### src/rtl/uart_pkg.sv
// uart_pkg: shared UART encodings, oversample divisor and receiver state type
package uart_pkg;

    localparam logic [1:0] PAR_NONE = 2'b00;
    localparam logic [1:0] PAR_ODD = 2'b01;
    localparam logic [1:0] PAR_EVEN = 2'b10;

    localparam logic [1:0] BAUD_2400 = 2'b00;
    localparam logic [1:0] BAUD_4800 = 2'b01;
    localparam logic [1:0] BAUD_9600 = 2'b10;
    localparam logic [1:0] BAUD_19200 = 2'b11;

    typedef enum logic [2:0] {
        ST_IDLE,
        ST_START,
        ST_DATA,
        ST_PARITY,
        ST_STOP
    } rx_state_t;

    // Rounded clk count per 16x oversample tick.
    function automatic logic [15:0] baud_div(input int unsigned clk_freq, input int unsigned baud);
        return 16'((clk_freq + 8 * baud) / (16 * baud));
    endfunction

endpackage

### src/rtl/uart_rx_baud16.sv
// uart_rx_baud16: 16x baud oversample tick generator for serial receivers
module uart_rx_baud16
    import uart_pkg::*;
#(
    parameter int unsigned CLK_FREQ = 50_000_000
) (
    input  logic       clk,
    input  logic       arst_n,
    input  logic       enable,
    input  logic       clear,
    input  logic [1:0] baud_rate,
    output logic       tick
);

    localparam logic [15:0] DIV_2400 = baud_div(CLK_FREQ, 2400);
    localparam logic [15:0] DIV_4800 = baud_div(CLK_FREQ, 4800);
    localparam logic [15:0] DIV_9600 = baud_div(CLK_FREQ, 9600);
    localparam logic [15:0] DIV_19200 = baud_div(CLK_FREQ, 19200);

    logic [15:0] div;
    logic [15:0] cnt;

    always_comb begin
        div = baud_rate == BAUD_2400 ? DIV_2400 :
              baud_rate == BAUD_4800 ? DIV_4800 :
              baud_rate == BAUD_9600 ? DIV_9600 : DIV_19200;
        tick = enable && cnt == div - 16'd1;
    end

    always_ff @(posedge clk or negedge arst_n) begin
        if (!arst_n)
            cnt <= '0;
        else if (clear)
            cnt <= '0;
        else if (enable)
            cnt <= tick ? 16'd0 : cnt + 16'd1;
    end

endmodule

### src/rtl/uart_rx.sv
// uart_rx: 16x oversampling UART receiver with parity and framing checks
module uart_rx
    import uart_pkg::*;
#(
    parameter int unsigned CLK_FREQ = 50_000_000
) (
    input  logic       clk,
    input  logic       arst_n,
    input  logic       rx,
    input  logic [1:0] baud_rate,
    input  logic [1:0] parity_type,
    input  logic       stop_bits,
    input  logic       data_length,
    output logic [7:0] data_out,
    output logic       rx_active,
    output logic       rx_done,
    output logic       parity_error,
    output logic       stop_error
);

    rx_state_t state, state_nx;
    logic       rx_s1, rx_s2, rx_q;
    logic [1:0] baud_l, par_l;
    logic       sb_l, dl_l;
    logic [3:0] os_cnt;
    logic [2:0] bit_cnt;
    logic [7:0] shreg, data_al;
    logic       par_bit, stop_acc;
    logic       tick, fall, sample, par_en, last_data, last_stop, finish, perr;

    uart_rx_baud16 #(.CLK_FREQ(CLK_FREQ)) u_baud16 (
        .clk       (clk),
        .arst_n    (arst_n),
        .enable    (state != ST_IDLE),
        .clear     (state == ST_IDLE && fall),
        .baud_rate (baud_l),
        .tick      (tick)
    );

    assign rx_active = state != ST_IDLE;

    // Tick 7 of every 16 is the middle of a bit, counted from the start edge.
    always_comb begin
        fall = rx_q & ~rx_s2;
        sample = tick && os_cnt == 4'd7;
        par_en = par_l == PAR_ODD || par_l == PAR_EVEN;
        last_data = bit_cnt == (dl_l ? 3'd7 : 3'd6);
        last_stop = bit_cnt == {2'b00, sb_l};
        finish = state == ST_STOP && sample && last_stop;
        data_al = dl_l ? shreg : {1'b0, shreg[7:1]};
        perr = par_en && ((^data_al ^ par_bit) == (par_l == PAR_EVEN));
    end

    always_comb begin
        state_nx = state;
        case (state)
            ST_IDLE:   state_nx = fall ? ST_START : ST_IDLE;
            ST_START:  state_nx = !sample ? ST_START : rx_s2 ? ST_IDLE : ST_DATA;
            ST_DATA:   state_nx = !(sample && last_data) ? ST_DATA : par_en ? ST_PARITY : ST_STOP;
            ST_PARITY: state_nx = sample ? ST_STOP : ST_PARITY;
            ST_STOP:   state_nx = finish ? ST_IDLE : ST_STOP;
            default:   state_nx = ST_IDLE;
        endcase
    end

    always_ff @(posedge clk or negedge arst_n) begin
        if (!arst_n)
            state <= ST_IDLE;
        else
            state <= state_nx;
    end

    always_ff @(posedge clk or negedge arst_n) begin
        if (!arst_n) begin
            rx_s1 <= 1'b1;
            rx_s2 <= 1'b1;
            rx_q <= 1'b1;
            baud_l <= '0;
            par_l <= '0;
            sb_l <= 1'b0;
            dl_l <= 1'b0;
            os_cnt <= '0;
            bit_cnt <= '0;
            shreg <= '0;
            par_bit <= 1'b0;
            stop_acc <= 1'b0;
            rx_done <= 1'b0;
            data_out <= '0;
            parity_error <= 1'b0;
            stop_error <= 1'b0;
        end else begin
            rx_s1 <= rx;
            rx_s2 <= rx_s1;
            rx_q <= rx_s2;
            rx_done <= finish;
            if (state == ST_IDLE && fall) begin
                baud_l <= baud_rate;
                par_l <= parity_type;
                sb_l <= stop_bits;
                dl_l <= data_length;
                os_cnt <= '0;
                bit_cnt <= '0;
                stop_acc <= 1'b0;
            end else if (tick) begin
                os_cnt <= os_cnt + 4'd1;
            end
            if (sample && state == ST_DATA) begin
                shreg <= {rx_s2, shreg[7:1]};
                bit_cnt <= last_data ? 3'd0 : bit_cnt + 3'd1;
            end
            if (sample && state == ST_PARITY)
                par_bit <= rx_s2;
            if (sample && state == ST_STOP) begin
                stop_acc <= stop_acc | ~rx_s2;
                bit_cnt <= bit_cnt + 3'd1;
            end
            if (finish) begin
                data_out <= data_al;
                parity_error <= perr;
                stop_error <= stop_acc | ~rx_s2;
            end
        end
    end

endmodule

### config.mk
export PLATFORM = sky130hd
export DESIGN_NAME = uart_rx
export DESIGN_NICKNAME = d
export VERILOG_FILES = /design/src/rtl/uart_pkg.sv /design/src/rtl/uart_rx_baud16.sv /design/src/rtl/uart_rx.sv
export SDC_FILE = /design/constraint.sdc
export NUM_CORES = 1
export LEC_CHECK = 0
export ABC_AREA = 0
export ABC_CLOCK_PERIOD_IN_PS = 4300
export CAP_MARGIN = 20
export CORE_AREA = 2 2 95 97
export CTS_CLUSTER_DIAMETER = 120
export DETAILED_ROUTE_END_ITERATION = 12
export DIE_AREA = 0 0 97 99
export SLEW_MARGIN = 20
export SYNTH_ARGS = -nofsm -noshare
export SYNTH_HDL_FRONTEND = slang
export SYNTH_HIERARCHICAL = 1
export SYNTH_SLANG_ARGS = --single-unit
### constraint.sdc
create_clock -name clk -period 4.3 [get_ports clk]
set_input_delay 0.645 -clock clk [delete_from_list [all_inputs] [get_ports clk]]
set_output_delay 0.645 -clock clk [all_outputs]
set_load 0.01 [all_outputs]
==> reports/metrics.cfg <==
[global_routing]
grt_overflow_total=0
antenna_found_initial=0
grt_pass1_vias=2076
grt_pass1_wl_mm=9.88
grt.total_usage_pct=12.4
grt_max_degree=57

[power]
p_int_uw=871
power_uw=1310
power_density_nw_per_um2=398
switchingPower_uw=443
clock_power_share_pct=22.5
p_leak_uw=0.00143
pwr-share-seq_pct=53.0
pwr-share-comb_pct=24.6
vdd.ir_drop.worst_v=0.000239
p_sw_share_pct=33.7

[timing]
period_share_pct=74.3
max_freq_ghz=0.313
layout_min_cycle_time_ns=3.20
finalHoldViolCount=0
setup-violations-final=0
slew_headroom_pct=49.4
finalSetupTns_ns=0
rsz0062_at_grt=false
hold_ws_ns=0.377
fin_skew_ns=0.00899
drv_slew=0
tightest_slew_ns=0.756

[synth]
synthTopCellsByArea=dfrtp_1 45%, mux2_2 5.4%, nand2_1 5.4%, mux2i_1 3.4%, dfstp_2 2.7%
ys_seq_area_share_pct=47.8
synth_top_area_share_pct=45.1
ys_seq_elements=56
synth_edf_count=0
synth_top_cell_by_area=dfrtp_1
synth.net_count=299
ys_types=56
synth_area_per_cell_sq_um=10.3
yosys_warnings=6
async_flop_share_pct=100
synth-main-ff-cell=dfrtp_1
netlist_instances=286
netlist_area_sq_um=2940

[detailed_routing]
wl_mm=5.80
post_drt_wl_per_cell_microns=14.2
drtPass1Iterations=4
drt_iter0_markers=121
ant_nets=0
vias=2117
post-route-drc-count=0
drt-vias-per-instance=5.16

[layout]
drive_gt1_share_pct=13.6
nNetsFinal=314
final_util_pct=38.7
area_growth_pct=12.4
antennaDiodeCount=0

[floorplanning]
rows=34
start_util_pct=34.4
die_h_microns=99
die_x_microns=97
io_pins=21
core_area_sq_um=8550
dieArea_sq_um=9600

[hold_path]
worstHoldPathType=register to register

[clocking]
cts.clk_slew.worst_paths_ns=0.11
ctsHoldBuffers=0
htreeDepth=2
clock_path_buffers=2
clock-sinks=56
ctsResizeCount=0
postCtsSetupBuffers=0
cts_buffers=5
clock_latency_ns=0.31
cts_tree=done
root_buffer=clkbuf_8

[critical_path]
cp-end-kind=register
worstPathMaxFanout=22
critPathLaunchType=register
worstSetupPathType=register to register
cp.required_ns=4.50
worst-endpoint-arrival_ns=3.40

[placed_design]
gp_congestion=0.846
io_buffers=20
hpwl_mm=4.04

[status]
status=complete, no violations

[run]
maxCapViolations=0

-- placed cells by master, fill, tap and decap left out, types with 3 or more instances in the layout --
cell type / netlist / routed
a31oi_1: 3 / 3
and3_1: 3 / 3
buf_4: 1 / 3
clkbuf_8: 0 / 5
clkdlybuf4s50_1: 0 / 19
dfrtp_1: 53 / 53
dfstp_2: 3 / 3
ha_1: 4 / 4
inv_1: 5 / 5
mux2_2: 14 / 14
mux2i_1: 10 / 10
nand2_1: 42 / 42
nand2b_1: 9 / 9
nand3_1: 10 / 10
nand4_1: 5 / 5
nor2_1: 21 / 21
nor2b_1: 4 / 4
nor3_1: 6 / 6
o21ai_0: 14 / 14
o22ai_1: 3 / 3
o31ai_1: 5 / 5
xnor2_1: 9 / 9
xor2_1: 7 / 7
-- state kept, by name (all words and copies together) (netlist names), 2 cells and up --
register,cells
u_baud16/cnt,16
bit_cnt,3
par_l,2
shreg,8
os_cnt,4
state,3
baud_l,2
data_out,8
-- critical path: stages, from the launching register on --
cell and delay [ns]:
dfrtp_1 0.48, mux2_2 0.36, nor4b_1 0.25, a21oi_1 0.15, nor4b_2 0.27, buf_4 0.20, and4b_2 0.28, nand4_1 0.60
o31ai_1 0.51
-- synthesized netlist by cell type, drive strengths merged, types with 2 or more instances --
library cell,number
nand4,5
nor4b,4
inv,5
nor2b,4
a21oi,2
o21ai,15
or3b,3
nor3,6
xnor2,9
a31oi,3
dfstp,3
buf,6
nor2,21
clkbuf,9
xor2,7
o32ai,2
o22ai,3
and3,5
nand3b,2
dfrtp,53
nand2,42
a41oi,2
nand3,10
mux2,15
o31ai,5
a22o,3
o22a,2
nor3b,2
nand2b,9
ha,4
mux2i,10
or4b,2
-- metal layers --
metal | GRT usage (%) | up-vias | routed length (microns)
met5 | 0 | - | 0
met4 | 2.93 | 0 | 46
met3 | 2.13 | 7 | 131
met2 | 20.1 | 31 | 2700
met1 | 17.3 | 1035 | 2930
li1 | - | 1044 | -
-- path summary, 6_finish.rpt --
kind | startpoint | end | slack, ns | cells past startpoint
min in group asynchronous | arst_n | data_out[4] | 0.47 | 2
max in group asynchronous | arst_n | u_baud16/cnt[1] | 3.36 | 2
setup reg to reg | baud_l[1] | parity_error | 1.10 | 8
hold / removal | rx_s1 | rx_s2 | 0.38 | 0
hold reg to reg | rx_s1 | rx_s2 | 0.38 | 0
setup / recovery | baud_l[1] | parity_error | 1.10 | 8
-- final cells by class --
type / count / area [sq um]
Clock buffer: 5 / 68.8
Clock inverter: 3 / 23.8
Fill cell: 843 / 5250
Inverter: 5 / 18.8
Multi-Input combinational cell: 210 / 1440
Sequential cell: 56 / 1410
Tap cell: 108 / 135
Timing Repair Buffer: 23 / 218
-- kinds of logic after synthesis --
| kind of cell | count (synthesis) | synth area share, % |
|---|---|---|
| compound gates | 44 | 10.2 |
| xor+xnor | 17 | 5.53 |
| fa+ha+maj | 4 | 1.70 |
| buf+inv | 20 | 3.36 |
| flops | 56 | 47.8 |
| mux | 25 | 9.28 |
| simple gates | 120 | 22.1 |
-- stage by stage --
| stage | instance area [sq um] | std cells | setup WS [ns] |
|---|---|---|---|
| finish | 3310 | 410 | 1.10 |
| global route | 3310 | 410 | 0.788 |
| CTS | 3310 | 410 | 1.06 |
| detailed placement | 3210 | 402 | 1.12 |
| global placement | 3210 | 402 | 1.18 |
| floorplan | 2940 | 286 | 1.58 |
-- power groups by stage --
| stage | sequential (uW) | combinational [uW] | clock (uW) |
|---|---|---|---|
| after floorplan | 645 | 309 | 0 |
| after global placement | 701 | 318 | 0 |
| after detailed placement | 708 | 326 | 0 |
| after CTS | 697 | 328 | 310 |
| after global routing | 709 | 367 | 333 |
| final | 696 | 323 | 295 |
No activity file was read; power rests on OpenSTA's default activity.
